[src/rtl/serial_frame_router_pkg.sv]
// Shared types and constants for the serial frame router.
package serial_frame_pkg;

  localparam int ADDR_W = 2;
  localparam int CNT_W  = 8;

  typedef enum logic [1:0] {
    IDLE,
    ADDR0,
    PAYLOAD,
    PARITY
  } state_e;

endpackage

[src/rtl/serial_frame_router_if.sv]
// Serial input plus demux-facing output bundle of the frame router.
interface serial_frame_router_if;
  import serial_frame_pkg::*;

  logic              start;
  logic              din;
  logic [ADDR_W-1:0] sel;
  logic              dout;
  logic              dout_valid;
  logic              busy;
  logic              frame_done;
  logic              parity_err;
  logic              frame_abort;

  modport master (
    output start, din,
    input  sel, dout, dout_valid, busy, frame_done, parity_err, frame_abort
  );

  modport slave (
    input  start, din,
    output sel, dout, dout_valid, busy, frame_done, parity_err, frame_abort
  );

endinterface

[src/rtl/serial_frame_router_payload_counter.sv]
// Payload bit counter: synchronous clear, count enable, terminal-count flag
// at PAYLOAD_LEN-1.
module payload_counter
  import serial_frame_pkg::*;
#(
  parameter int PAYLOAD_LEN = 8
) (
  input  logic clk,
  input  logic rst_n,
  input  logic clr_i,
  input  logic en_i,
  output logic tc_o
);

  localparam logic [CNT_W-1:0] LAST = CNT_W'(PAYLOAD_LEN - 1);

  logic [CNT_W-1:0] cnt_q;

  always_ff @(posedge clk or negedge rst_n) begin
    if (!rst_n) begin
      cnt_q <= '0;
    end else if (clr_i) begin
      cnt_q <= '0;
    end else if (en_i) begin
      cnt_q <= cnt_q + CNT_W'(1);
    end
  end

  assign tc_o = (cnt_q == LAST);

endmodule

[src/rtl/serial_frame_router.sv]
// Serial frame front-end: decodes a 2-bit address, streams the payload to the
// demux and checks even parity over address, payload and parity bit.
//
// state   | meaning
// IDLE    | waiting for start; sel holds last destination
// ADDR0   | sampling address bit 0, loading sel
// PAYLOAD | forwarding payload bits to dout
// PARITY  | sampling parity bit, frame_done/parity_err next cycle
module serial_frame_router
  import serial_frame_pkg::*;
#(
  parameter int PAYLOAD_LEN = 8
) (
  input  logic                  clk,
  input  logic                  rst_n,
  serial_frame_router_if.slave  bus
);

  state_e            state_q;
  logic              addr1_q;
  logic              acc_q;
  logic [ADDR_W-1:0] sel_q;
  logic              dout_q;
  logic              dout_valid_q;
  logic              frame_done_q;
  logic              parity_err_q;
  logic              frame_abort_q;
  logic              cnt_tc;

  payload_counter #(
    .PAYLOAD_LEN (PAYLOAD_LEN)
  ) u_payload_counter (
    .clk   (clk),
    .rst_n (rst_n),
    .clr_i (state_q == ADDR0),
    .en_i  (state_q == PAYLOAD),
    .tc_o  (cnt_tc)
  );

  always_ff @(posedge clk or negedge rst_n) begin
    if (!rst_n) begin
      state_q       <= IDLE;
      addr1_q       <= 1'b0;
      acc_q         <= 1'b0;
      sel_q         <= '0;
      dout_q        <= 1'b0;
      dout_valid_q  <= 1'b0;
      frame_done_q  <= 1'b0;
      parity_err_q  <= 1'b0;
      frame_abort_q <= 1'b0;
    end else begin
      dout_q        <= 1'b0;
      dout_valid_q  <= 1'b0;
      frame_done_q  <= 1'b0;
      parity_err_q  <= 1'b0;
      frame_abort_q <= 1'b0;
      // A start outside IDLE abandons the running frame and begins a new one.
      if (bus.start) begin
        frame_abort_q <= (state_q != IDLE);
        addr1_q       <= bus.din;
        acc_q         <= bus.din;
        state_q       <= ADDR0;
      end else begin
        case (state_q)
          IDLE: ;
          ADDR0: begin
            sel_q   <= {addr1_q, bus.din};
            acc_q   <= acc_q ^ bus.din;
            state_q <= PAYLOAD;
          end
          PAYLOAD: begin
            dout_q       <= bus.din;
            dout_valid_q <= 1'b1;
            acc_q        <= acc_q ^ bus.din;
            if (cnt_tc) begin
              state_q <= PARITY;
            end
          end
          PARITY: begin
            frame_done_q <= 1'b1;
            parity_err_q <= acc_q ^ bus.din;
            state_q      <= IDLE;
          end
          default: state_q <= IDLE;
        endcase
      end
    end
  end

  assign bus.sel         = sel_q;
  assign bus.dout        = dout_q;
  assign bus.dout_valid  = dout_valid_q;
  assign bus.busy        = (state_q != IDLE);
  assign bus.frame_done  = frame_done_q;
  assign bus.parity_err  = parity_err_q;
  assign bus.frame_abort = frame_abort_q;

endmodule

[src/flat_wrapper.sv]
// flat-port wrapper written by rule: the top's interface ports become plain ports
module serial_frame_router_flat import serial_frame_pkg::*;
#(
  parameter int PAYLOAD_LEN = 8
)
  (clk, rst_n, bus_start, bus_din, bus_sel, bus_dout, bus_dout_valid, bus_busy, bus_frame_done, bus_parity_err, bus_frame_abort);
  serial_frame_router_if bus_i ();
  input  logic clk;
  input  logic rst_n;
  input wire logic [$bits(bus_i.start)-1:0] bus_start;
  input wire logic [$bits(bus_i.din)-1:0] bus_din;
  output wire logic [$bits(bus_i.sel)-1:0] bus_sel;
  output wire logic [$bits(bus_i.dout)-1:0] bus_dout;
  output wire logic [$bits(bus_i.dout_valid)-1:0] bus_dout_valid;
  output wire logic [$bits(bus_i.busy)-1:0] bus_busy;
  output wire logic [$bits(bus_i.frame_done)-1:0] bus_frame_done;
  output wire logic [$bits(bus_i.parity_err)-1:0] bus_parity_err;
  output wire logic [$bits(bus_i.frame_abort)-1:0] bus_frame_abort;
  assign bus_i.start = bus_start;
  assign bus_i.din = bus_din;
  assign bus_sel = bus_i.sel;
  assign bus_dout = bus_i.dout;
  assign bus_dout_valid = bus_i.dout_valid;
  assign bus_busy = bus_i.busy;
  assign bus_frame_done = bus_i.frame_done;
  assign bus_parity_err = bus_i.parity_err;
  assign bus_frame_abort = bus_i.frame_abort;
  serial_frame_router #(.PAYLOAD_LEN(PAYLOAD_LEN)) u_core (.clk(clk), .rst_n(rst_n), .bus(bus_i));
endmodule
[config.mk]
export PLATFORM = sky130hd
export DESIGN_NAME = serial_frame_router_flat
export DESIGN_NICKNAME = d
export VERILOG_FILES = /design/src/rtl/serial_frame_router_pkg.sv /design/src/rtl/serial_frame_router_if.sv /design/src/rtl/serial_frame_router_payload_counter.sv /design/src/rtl/serial_frame_router.sv /design/src/flat_wrapper.sv
export SDC_FILE = /design/constraint.sdc
export NUM_CORES = 1
export LEC_CHECK = 0
export ABC_AREA = 1
export CAP_MARGIN = 10
export CORE_MARGIN = 8
export CORE_UTILIZATION = 56
export CTS_BUF_LIST = sky130_fd_sc_hd__clkbuf_8
export CTS_CLUSTER_DIAMETER = 60
export DETAILED_ROUTE_END_ITERATION = 8
export PLACE_DENSITY = 0.8
export SLEW_MARGIN = 10
export SYNTH_ARGS = -nofsm -noshare
export SYNTH_HDL_FRONTEND = slang
export SYNTH_SLANG_ARGS = --single-unit
[constraint.sdc]
create_clock -name clk -period 1.5 [get_ports clk]
set_input_delay 0.15 -clock clk [delete_from_list [all_inputs] [get_ports clk]]
set_output_delay 0.15 -clock clk [all_outputs]
set_load 0.01 [all_outputs]
* Word-level counts from Yosys, hierarchy flattened *
Cells that the tools add are included.

storage, ports and cells
  register bits = 19
  input bits = 4
  output and inout bits = 8
  word-level logic and storage cells = 41

cells by class
  add/subtract/negate cells = 1
  equality and inequality tests = 5
  muxes and demuxes = 16
  bitwise gates (word level) = 2
  reductions and logical operators = 7

operators with widths
  operator                                                number
  two-way mux 8 bit                                       2
  two-way mux 1 bit                                       11
  adder 8 x 1 -> 8 bit (second input constant)            1
  == test 8 x 3 -> 1 bit (second input constant)          1
  one-hot mux 2 bit (3 select lines)                      1
  nonzero test 2 bit                                      3
  == test 2 bit (second input constant)                   2
  two-way mux 2 bit                                       2
  AND reduction 2 bit                                     2
  nonzero test 4 bit                                      1
  inequality test 3 x 2 -> 1 bit (second input constant)  1
  == test 2 x 1 -> 1 bit (second input constant)          1
  OR reduction 2 bit                                      1
  NOT 1 bit                                               1
  XOR 1 bit                                               1

* Logic depth before layout (Yosys ltp) *
  depth in word-level cells = 4
  mapped depth = 8
  gate-level depth less buffers = 8

* Cells and area by module *
Synthesis repeated with hierarchy kept, for this count alone.

second synthesis, totals
  cell total of the unflattened synthesis = 121
  area, all modules = 1016.0 um^2

modules (own cells, without submodules)
  module               times used  cells each  area each (um^2)  seq. area each (um^2)
  serial_frame_router  1           61          548.0             275.3
  payload_counter      1           60          467.9             200.2

* Worst setup path before layout *
Ideal clock, no wire load.

  kind = register to register
  from = register u_core.state_q[0]
  to = register u_core.u_payload_counter.cnt_q[4]
  setup time = 0.086 ns
  arrival time = 1.283 ns
  data required time = 1.414 ns
  setup slack = 0.131 ns
  cell stages (with the launch flop) = 7
  path buffers = 1
  clock period less this slack = 1.369 ns
  cell sequence = dfrtp_1 -> inv_1 -> ha_1 -> buf_6 -> nand2_1 -> inv_1 -> nor3_1

between the ends
  longest elaborated chain between the ends = 2
  elaborated cells on any way between the ends = 4
  classes of those cells = eq/ne (2); mux (1); reduce/logical (1)

RTL lines
  item                                                            RTL line                                              source
  from (decl)                                                     serial_frame_router.sv:19                             state_e state_q;
  from (signal assigned)                                          serial_frame_router.sv:42                             state_q <= IDLE;
  from (signal assigned)                                          serial_frame_router.sv:62                             state_q <= ADDR0;
  from (signal assigned)                                          serial_frame_router.sv:69                             state_q <= PAYLOAD;
  == test 2 x 1 -> 1 bit / == test 2 bit (equally long branches)  serial_frame_router.sv:35, serial_frame_router.sv:36
  two-way mux 8 bit / nonzero test 2 bit (equally long branches)  -
  to (signal assigned)                                            serial_frame_router_payload_counter.sv:25             cnt_q <= cnt_q + CNT_W'(1);
  to (decl)                                                       serial_frame_router_payload_counter.sv:17             logic [CNT_W-1:0] cnt_q;

Parallel ways exist; a longest one is shown, timed or not.
A chain may end at the register's enable or synchronous reset.

* Worst setup path after layout *
  from = register u_core.state_q[0]
  to = output port bus_busy

between the ends
  longest elaborated chain between the ends = 1

RTL lines
  item                RTL line                   source
  nonzero test 2 bit  serial_frame_router.sv:93  assign bus.busy = (state_q != IDLE);
  to (decl)           flat_wrapper.sv:15         output wire logic [$bits(bus_i.busy)-1:0] bus_busy;

Every way passes these cells.

==> impl_metrics.ini <==
[run_status]
status = finished, final reports clean

[drt]
dr_total_vias = 771
drt_pre_antenna_iters = 4
first_iter_violations = 21
wl_per_cell_um = 13.3
wl_met1_um = 890
dr_wl_met3_um = 87
wl_mm = 1.92
ant_nets = 0
wl_met2_um = 910
dr.max_layer_used = met4
drc = 0
viasPerCell = 5.35

[timing]
slew_violations = 0
holdWs_ns = 0.232
clock_skew_ns = 0.00191
slew_headroom = 0.809
hold_viol_final = 0
finalSetupViolations = 0
period_needed_ns = 1.37
setup_tns_ns = 0
max_freq_mhz = 729
fin_crit_sh = 0.915
setup_ws_ns = 0.128
rsz0062_at_grt = no
tightest_slew_ns = 0.285

[synth]
post_synth.cell_area_avg_um2 = 8.71
synthDistinctLibCells = 20
syn_inst = 110
ys.flop_type = dfrtp_1
synth-seq-area-share = 0.496
synth_most_common_cell = nand2_1
synth_top_cell_by_area = dfrtp_1
synth_top_cells_by_count = 21 x nand2_1, 19 x dfrtp_1, 15 x inv_1
synth_area_um2 = 958
synth_edf_count = 0
synth_area_leaders = dfrtp_1 50%, ha_1 10%, nand2_1 8.2%, inv_1 5.9%, nor2_1 5.5%
synth_seq_cells = 19
synth_top_area_share = 0.496
synth_warnings = 0
synthArstFlopShare = 1.00
syn_nets = 122

[critical_path]
crit_path_end_kind = primary output
critPathBufInv = 3
cp_max_fo = 3
critPathMostFrequentCell = inv_1
cp_top_family = buffers and inverters
arrival_ns = 1.22
start_kind = flop
crit_required_ns = 1.35
crit_chain = inv_1 -> ha_4 -> inv_1 -> dlygate4sd2_1
slowest_stage = dfrtp_1
crit_type = flop to primary output
critPathMaxStageDelay_ns = 0.38

[power]
ir_worst_vdd_mv = 1.43
p_leak_nw = 0.599
power_density_nw_per_um2 = 1770

[cts]
cts_resized = 2
cts_root_buffer = clkbuf_8
clkTransAtPathRegs_ns = 0.07
insertion_delay_ns = 0.25
htreeDepth = 1
hold_buffers = 0
tritoncts = yes
post-cts-setup-buffer-count = 0
cts_sinks = 19
cts.path.max_buffers = 2
cts_made_buffers = 3

[cells_and_area]
synthToLayoutAreaGrowth_pct = 20.8
drive_above_1_share = 0.0866
fin_nets = 140
regArea_um2 = 475
multi_input_area_um2 = 428
n_antenna_cell = 0
fill_cells = 130

[place]
io_buffers = 11
gp_congestion = 0.796
dpl_worst_slack_ns = 0.00417
dp_hpwl_mm = 1.44

[grt]
grt_pass1_vias = 757
grt_max_degree = 20
grt_antenna_before_repair = 0
grt_pass1_wl_mm = 3.33
track_usage = 0.125
grt-ovfl-total = 0

[run]
maxCapViolations = 0

[min_path]
worstHoldPathType = input pin to asynchronous set/reset pin

[floorplanning]
rows = 15
die_w_um = 57.4
die_h_um = 57.4
pin_count = 12
start_util = 0.574
core_area_um2 = 1670
die-area_um2 = 3290
==> per-layer routing <==
metal	vias to the layer above	global-route usage
li1	383	-
met1	366	0.150
met3	4	0.0314
met5	-	0
met4	0	0.0464
met2	18	0.207
==> sequential cells by signal, indices dropped and copies added (netlist names) <==
name / cells
u_core.state_q: 2
u_core.u_payload_counter.cnt_q: 8
u_core.bus.frame_abort: 1
u_core.bus.parity_err: 1
u_core.bus.sel: 2
u_core.addr1_q: 1
u_core.bus.dout_valid: 1
u_core.bus.frame_done: 1
u_core.bus.dout: 1
u_core.acc_q: 1
==> logic make-up after synthesis <==
group | share of synthesized area
xor gates and xnor gates | 0.0183
adders and majority gates | 0.104
DFF | 0.496
buffers and inverters | 0.0705
AOI/OAI and AO/OA | 0.0731
and+or+nand+nor | 0.238
==> through the flow <==
stage	utilization	area [µm²]	power, mW	std cells
floorplan	-	958	1.36	110
global placement	0.659	1100	1.62	140
detailed placement	0.659	1100	1.66	140
CTS	0.687	1150	2.00	144
global route	0.693	1160	2.21	144
finish	0.693	1160	2.05	144
==> power breakdown <==
part / internal, mW / total, mW / switching [mW]
clock: 0.181 / 0.339 / 0.157
combinational: 0.404 / 0.964 / 0.560
sequential: 0.654 / 0.749 / 0.0950
==> cell type report <==
class	count	area share
Clock inverter	1	0.00324
Tap cell	17	0.0184
Sequential cell	19	0.411
Multi-Input combinational cell	75	0.370
Timing Repair Buffer	14	0.114
Clock buffer	3	0.0357
Inverter	15	0.0486
==> cells in the final DEF (no fill, tap or decap), types with 2 or more instances in the layout <==
cell type	n
a21oi_1	4
buf_4	3
clkbuf_8	3
clkdlybuf4s50_1	10
dfrtp_1	19
ha_1	7
inv_1	16
nand2_1	21
nand3_1	10
nor2_1	14
nor3_1	2
o21ai_0	6
==> final timing paths <==
path	to	depth (start not counted)	startpoint	slack [ns]
max	bus_busy	4	u_core.state_q[0]	0.13
min	u_core.u_payload_counter.cnt_q[6]	2	rst_n	0.23
max reg2reg	u_core.state_q[1]	7	u_core.state_q[0]	0.16
min reg2reg	u_core.bus.sel[0]	2	u_core.bus.sel[0]	0.48
max in group asynchronous	u_core.u_payload_counter.cnt_q[4]	2	rst_n	1.07
min in group clk	u_core.bus.sel[0]	2	u_core.bus.sel[0]	0.48
No activity file was read; power rests on OpenSTA's default activity.
==> variant 1, RTL diff (config.mk and constraints unchanged) <==
The package constant `CNT_W` goes from 8 to 6.
--- a/src/rtl/serial_frame_router_pkg.sv
+++ b/src/rtl/serial_frame_router_pkg.sv
@@ -4,3 +4,3 @@
   localparam int ADDR_W = 2;
-  localparam int CNT_W  = 8;
+  localparam int CNT_W  = 6;
 
Function: same outputs for any inputs over 10 cycles, from zero or initial values and one cycle with rst_n low; that may be too few to reach the edited logic, so the function may still have changed.
==> variant 1 against the original RTL <==
  * Synthesized cell count down 13%
  * Register-to-register slack worse by 0.10 ns
  * Cell count is 8.3% lower
  * Total power up 1.1%
  * Wire length shrank 12%
  * Synthesized area decreased by 13%
  * Critical path type unchanged
  * Design area down 5.8%
  * Critical endpoint unchanged
  * Setup slack worse by 0.070 ns
  * Sequential cell count down 2
  * Sequential share of layout area fell by 2.0 points
  * First-iteration DRC count down 76%
==> variant 1: results (changes against the original RTL) <==
Run status
  • Status: complete, no violations

Global route
  • Via count of the first global-routing pass: 671 (-11%)
  • Largest net degree at the start of global routing: 18 (-10%)
  • First-pass GRT wire length: 2690 microns (-19%)
  • Overall fraction of global-route tracks in use: 0.124 (-0.000487)

Power
  • Standby leakage power: 0.552 nW (-7.9%)
  • Power in the clock group: 0.345 mW (+2%)
  • Maximum vdd drop: 1.27 mV (-11%)
  • Internal: 1.27 mW (+2.1%)
  • Combinational fraction of design power: 0.495 (+0.025)

Synth
  • Total number of yosys warnings: 0 (unchanged)
  • Sequential area share after synthesis: 0.507 (+0.0114)
  • Area contributors post-synth: sky130_fd_sc_hd__dfrtp_1, sky130_fd_sc_hd__ha_1, sky130_fd_sc_hd__nand2_1
  • Cells after synthesis: 96 (-13%)
  • Proportion of synthesized flip-flops having asynchronous set or reset: 1.00 (unchanged)
  • Count of cell types in the netlist: 20 (unchanged)
  • Commonest cells in the synthesized netlist: sky130_fd_sc_hd__nand2_1, sky130_fd_sc_hd__dfrtp_1, sky130_fd_sc_hd__nor2_1
  • Syn Nets: 107 (-12%)

Final layout
  • Diode count: 0 (unchanged)
  • Register ranked first by flip-flop count: u_core.u_payload_counter.cnt_q
  • Number of flip-flops in the largest register: 6 (-2)
  • Final instance count without filler cells: 132 (-8.3%)
  • Layout cells sized above 1: 0.172 (+0.0858)

Placed design
  • Placed cell area: 986 sq um (-10%)
  • Gp weighted congestion: 0.786 (-1.3%)
  • Number of buffer cells added on primary ports: 11 (unchanged)
  • Placed cell count: 125 (-11%)
  • HPWL after detailed placement: 1180 microns (-18%)

Detailed routing
  • Detailed-router iteration count before antenna repair: 3 (-1)
  • Wire length reported by the detailed router: 1690 microns (-12%)
  • Iteration-0 DRC Markers: 5 (-76%)
  • Vias per std cell: 4.97 (-7.2%)

Setup path
  • Arrival time worst endpoint: 1.29 ns (+0.07 ns)
  • Critical R2R Capture: u_core.state_q[0]
  • Largest delay contributor family on the critical path: buffers and inverters
  • Slowest stage delay, CP: 0.38 ns (about the same)
  • Setup slack on the worst flop-to-flop path: 0.06 ns (-0.10 ns)
  • Logic depth of the worst register-to-register path: 9 (+2)
  • Largest fanout on the critical path: 2 (-1)

Clocking
  • Root buffer selected by CTS: sky130_fd_sc_hd__clkbuf_8
  • Clock H-tree levels: 1 (unchanged)
  • Insertion delay to the later sink of the worst-skew pair: 0.26 ns

Timing
  • Worst hold margin: 0.242 ns (+0.00940 ns)
  • Final setup skew: 0.00303 ns (+0.00112 ns)
  • Slew Limit Headroom: 0.755 (-0.0537)

Worst hold path
  • Class of the worst hold path: in2async
variant 1: cell count changes after synthesis, moves of 2 or more:
| cell | change |
|---|---|
| sky130_fd_sc_hd__nand2_1 | -3 |
| sky130_fd_sc_hd__inv_1 | -3 |
| sky130_fd_sc_hd__nand3_1 | -3 |
| sky130_fd_sc_hd__o21ai_0 | -5 |
| sky130_fd_sc_hd__inv_2 | +3 |
| sky130_fd_sc_hd__dfrtp_1 | -2 |
| sky130_fd_sc_hd__a21oi_1 | -2 |
| sky130_fd_sc_hd__o21ai_1 | +2 |
variant 1: cells by family after synthesis:
| logic type | share of synthesized area |
|---|---|
| and+or+nand+nor | 0.246 |
| DFF | 0.507 |
| buffers and inverters | 0.0731 |
| adders and majority gates | 0.104 |
| AOI/OAI and AO/OA | 0.0358 |
| xor gates and xnor gates | 0.0209 |
| muxes | 0.0119 |
variant 1: area by class of cell:
cell class / instances / area [sq um]
clock buffers: 3 / 41.3
flip-flops and latches: 17 / 425
fillers: 97 / 364
clock inverters: 1 / 5.00
inverters: 15 / 56.3
repair buffers: 17 / 158
well taps: 16 / 20.0
multi-input cells: 63 / 384
variant 1: worst reg2reg max path, delay by kind of cell, from the launching register on:
| family | cells | cell delay, ns |
|---|---|---|
| buffers and inverters | 2 | 0.26 |
| adders and majority gates | 1 | 0.16 |
| DFF | 1 | 0.40 |
| and+or+nand+nor | 6 | 0.52 |
variant 1: what timing repair did:
action                                  4_1_cts  5_1_grt
pin swaps                                     0        4
setup buffers                                 1        2
gates cloned                                  0        0
endpoints found under the setup margin        1        2
gates resized for setup                       2        7
variant 1: stage by stage:
| step | setup slack [ns] | TNS, ns | power, mW |
|---|---|---|---|
| 3_3_place_gp | 0.109 | 0 | 1.56 |
| 6_report | 0.0585 | 0 | 2.07 |
| 3_5_place_dp | 0.0767 | 0 | 1.59 |
| 2_1_floorplan | 0.155 | 0 | 1.27 |
| 5_1_grt | -0.0465 | -0.0677 | 2.23 |
| 4_1_cts | 0.0423 | 0 | 1.95 |
variant 1: worst max path at each step:
stage                            from                                 to  cells past startpoint
floorplan           u_core.state_q[0]  u_core.u_payload_counter.cnt_q[3]                      6
global placement    u_core.state_q[0]                           bus_busy                      4
detailed placement  u_core.state_q[0]  u_core.u_payload_counter.cnt_q[3]                      6
CTS                 u_core.state_q[0]                  u_core.state_q[0]                      9
global route        u_core.state_q[0]                  u_core.state_q[0]                      9
finish              u_core.state_q[1]                           bus_busy                      4
variant 1: routing by layer:
layer,global-route usage,share of wire,vias to the layer above
met5,0,0,-
met4,0.111,0.032,0
met3,0.0190,0.035,5
met2,0.194,0.46,15
met1,0.142,0.47,303
li1,-,-,333
==> variant 2, RTL diff (config.mk and constraints unchanged) <==
Without the edit above. Encoding of `state_e`: now one-hot (4 bits for 4 states).
--- a/src/rtl/serial_frame_router_pkg.sv
+++ b/src/rtl/serial_frame_router_pkg.sv
@@ -6,7 +6,7 @@
 
-  typedef enum logic [1:0] {
-    IDLE,
-    ADDR0,
-    PAYLOAD,
-    PARITY
+  typedef enum logic [3:0] {
+    IDLE    = 4'b0001,
+    ADDR0   = 4'b0010,
+    PAYLOAD = 4'b0100,
+    PARITY  = 4'b1000
   } state_e;
Behaviour: same outputs for any inputs over 10 cycles, from zero or initial values and one cycle with rst_n low; not proved beyond that.
==> variant 2 against the original RTL <==
  * Count of clock-buffer cells in the layout stayed put
  * Non-clock buffer count stayed put
  * Design area is 4.0% higher
  * Wire length is 3.6% higher
  * Clock skew is 0.0018 ns higher
  * Synthesized area is 5.5% higher
  * Sequential cell count is 2 higher
  * Setup slack worse by 0.014 ns
  * Critical path type unchanged
  * Critical endpoint unchanged
Power is not compared: it rests on default switching activity, and its combinational part moved more than twofold at a synthesized area within 25%.
==> variant 2: results (changes against the original RTL) <==
Detailed routing
  • Via count: 816 (+5.8%)
  • Vias per std cell: 5.26 (-1.7%)
  • Detailed-router iteration count before antenna repair: 4 (unchanged)
  • Iteration-0 DRC Markers: 30 (+43%)
  • Wire length reported by the detailed router: 1990 microns (+3.6%)

Global route
  • First-pass GRT wire length: 3400 microns (+2.3%)
  • Via count of the first global-routing pass: 796 (+5.2%)
  • Overall fraction of global-route tracks in use: 0.128 (+0.00358)
  • Initial antenna violation count: 0 (unchanged)
  • Largest net degree at the start of global routing: 22 (+10%)

Placed design
  • Gp weighted congestion: 0.819 (+2.9%)
  • Number of buffer cells added on primary ports: 11 (unchanged)
  • Placed cell count: 151 (+7.9%)
  • Placed cell area: 0.00116 sq mm (+5.3%)
  • HPWL after detailed placement: 1480 microns (+3.0%)

Clocking
  • Clock H-tree levels: 1 (unchanged)
  • Insertion delay to the later sink of the worst-skew pair: around 0.26 ns
  • Clk pin slew, worst setup/hold paths: 0.07 ns (about the same)
  • Root buffer selected by CTS: sky130_fd_sc_hd__clkbuf_8
  • CTS Buf Count: 3 (unchanged)
  • Maximum clock path buffer count: 2 (unchanged)
  • Number of setup buffers added after CTS: 0 (unchanged)

Synth
  • Total number of yosys warnings: 0 (unchanged)
  • Proportion of synthesized flip-flops having asynchronous set or reset: 1.00 (unchanged)
  • Cells after synthesis: 114 (+3.6%)
  • Sequential area share after synthesis: 0.521 (+0.0250)
  • Syn Nets: 119 (-2.5%)
  • Area contributors post-synth: sky130_fd_sc_hd__dfrtp_1, sky130_fd_sc_hd__nand2_1, sky130_fd_sc_hd__inv_1
  • Commonest cells in the synthesized netlist: sky130_fd_sc_hd__nand2_1, sky130_fd_sc_hd__dfrtp_1, sky130_fd_sc_hd__inv_1
  • Count of cell types in the netlist: 26 (+30%)

Timing
  • Slew Limit Headroom: 0.766 (-0.0429)
  • Final setup skew: 0.00376 ns (+0.00185 ns)
  • Worst hold margin: 0.233 ns (+0.000179 ns)

Final layout
  • Diode count: 0 (unchanged)
  • Number of nets in the layout: 136 (-2.9%)
  • Register ranked first by flip-flop count: u_core.u_payload_counter.cnt_q
  • Number of flip-flops in the largest register: 8 (unchanged)
  • Layout cells sized above 1: 0.177 (+0.0903)
  • Number of filler cells placed in the layout: 117 (-10%)

Setup path
  • Largest fanout on the critical path: 4 (+1)
  • Logic depth of the worst register-to-register path: 7 (unchanged)
  • Worst r2r src: u_core.state_q[1]
  • Critical R2R Capture: u_core.u_payload_counter.cnt_q[7]
  • Setup slack on the worst flop-to-flop path: approximately 0.15 ns

Run status
  • Status: complete, no violations

Power
  • Standby leakage power: between 0.5 and 0.6 nW
  • Maximum vdd drop: a little over 0.7 mV

Worst hold path
  • Class of the worst hold path: in2async
-- variant 2: worst max path at each step --
stage / start / depth (start not counted) / to / slack (ns)
after floorplan: u_core.state_q[0] / 6 / u_core.u_payload_counter.cnt_q[4] / 0.36
after global placement: u_core.state_q[0] / 2 / bus_busy / 0.22
after detailed placement: u_core.state_q[2] / 3 / bus_busy / 0.21
after CTS: u_core.state_q[2] / 3 / bus_busy / 0.11
after global routing: u_core.state_q[2] / 3 / bus_busy / 0.04
final: u_core.state_q[2] / 3 / bus_busy / 0.11
-- variant 2: power breakdown --
part / leakage (nW) / internal (mW) / switching (mW)
Sequential: 0.278 / 0.603 / 0.0262
Clock: 0.0269 / 0.182 / 0.170
Combinational: 0.283 / 0.0774 / 0.103
Total: 0.588 / 0.863 / 0.299
-- variant 2: kinds of logic (layout without fill, tap and decap cells) --
logic type                 after synthesis  in the layout  share of synthesized area
and+or+nand+nor                         60             60                      0.313
DFF                                     21             21                      0.521
buffers and inverters                   20             36                     0.0817
AOI/OAI and AO/OA                       11             11                     0.0631
adders and majority gates                1              1                     0.0124
xor gates and xnor gates                 1              1                    0.00866
-- variant 2: routing by layer --
metal / part of all wire / track usage / vias up / wire (microns)
met5: 0 / 0 / - / 0
met4: 0.014 / 0.0699 / 0 / 27
met3: 0.049 / 0.0435 / 5 / 98
met2: 0.49 / 0.205 / 20 / 971
met1: 0.45 / 0.147 / 391 / 894
li1: - / - / 400 / -
-- variant 2: final cells by class --
cell class,instances,share of cell area
tap,25,0.0260
timing repair buffer,14,0.109
clock inverter,1,0.00312
sequential,21,0.438
multi-input combinational,73,0.334
clock buffer,3,0.0343
inverter,18,0.0561
-- variant 2: per-stage QoR --
stage / setup slack (ns) / utilization
after floorplan: 0.360 / -
after global placement: 0.223 / 0.679
after detailed placement: 0.208 / 0.679
after CTS: 0.105 / 0.705
after global routing: 0.0354 / 0.705
final: 0.115 / 0.705
-- variant 2: worst max-delay path, cell delays in order (launching register included) --
cell                            delay [ns]
sky130_fd_sc_hd__dfrtp_1              0.44
sky130_fd_sc_hd__nor2_2               0.16
sky130_fd_sc_hd__nand3_1              0.08
sky130_fd_sc_hd__dlygate4sd2_1        0.30
-- variant 2: repair_timing --
item	4_1_cts	5_1_grt
setup endpoints to repair	1	0
hold buffers	0	0
gates resized for setup	1	0
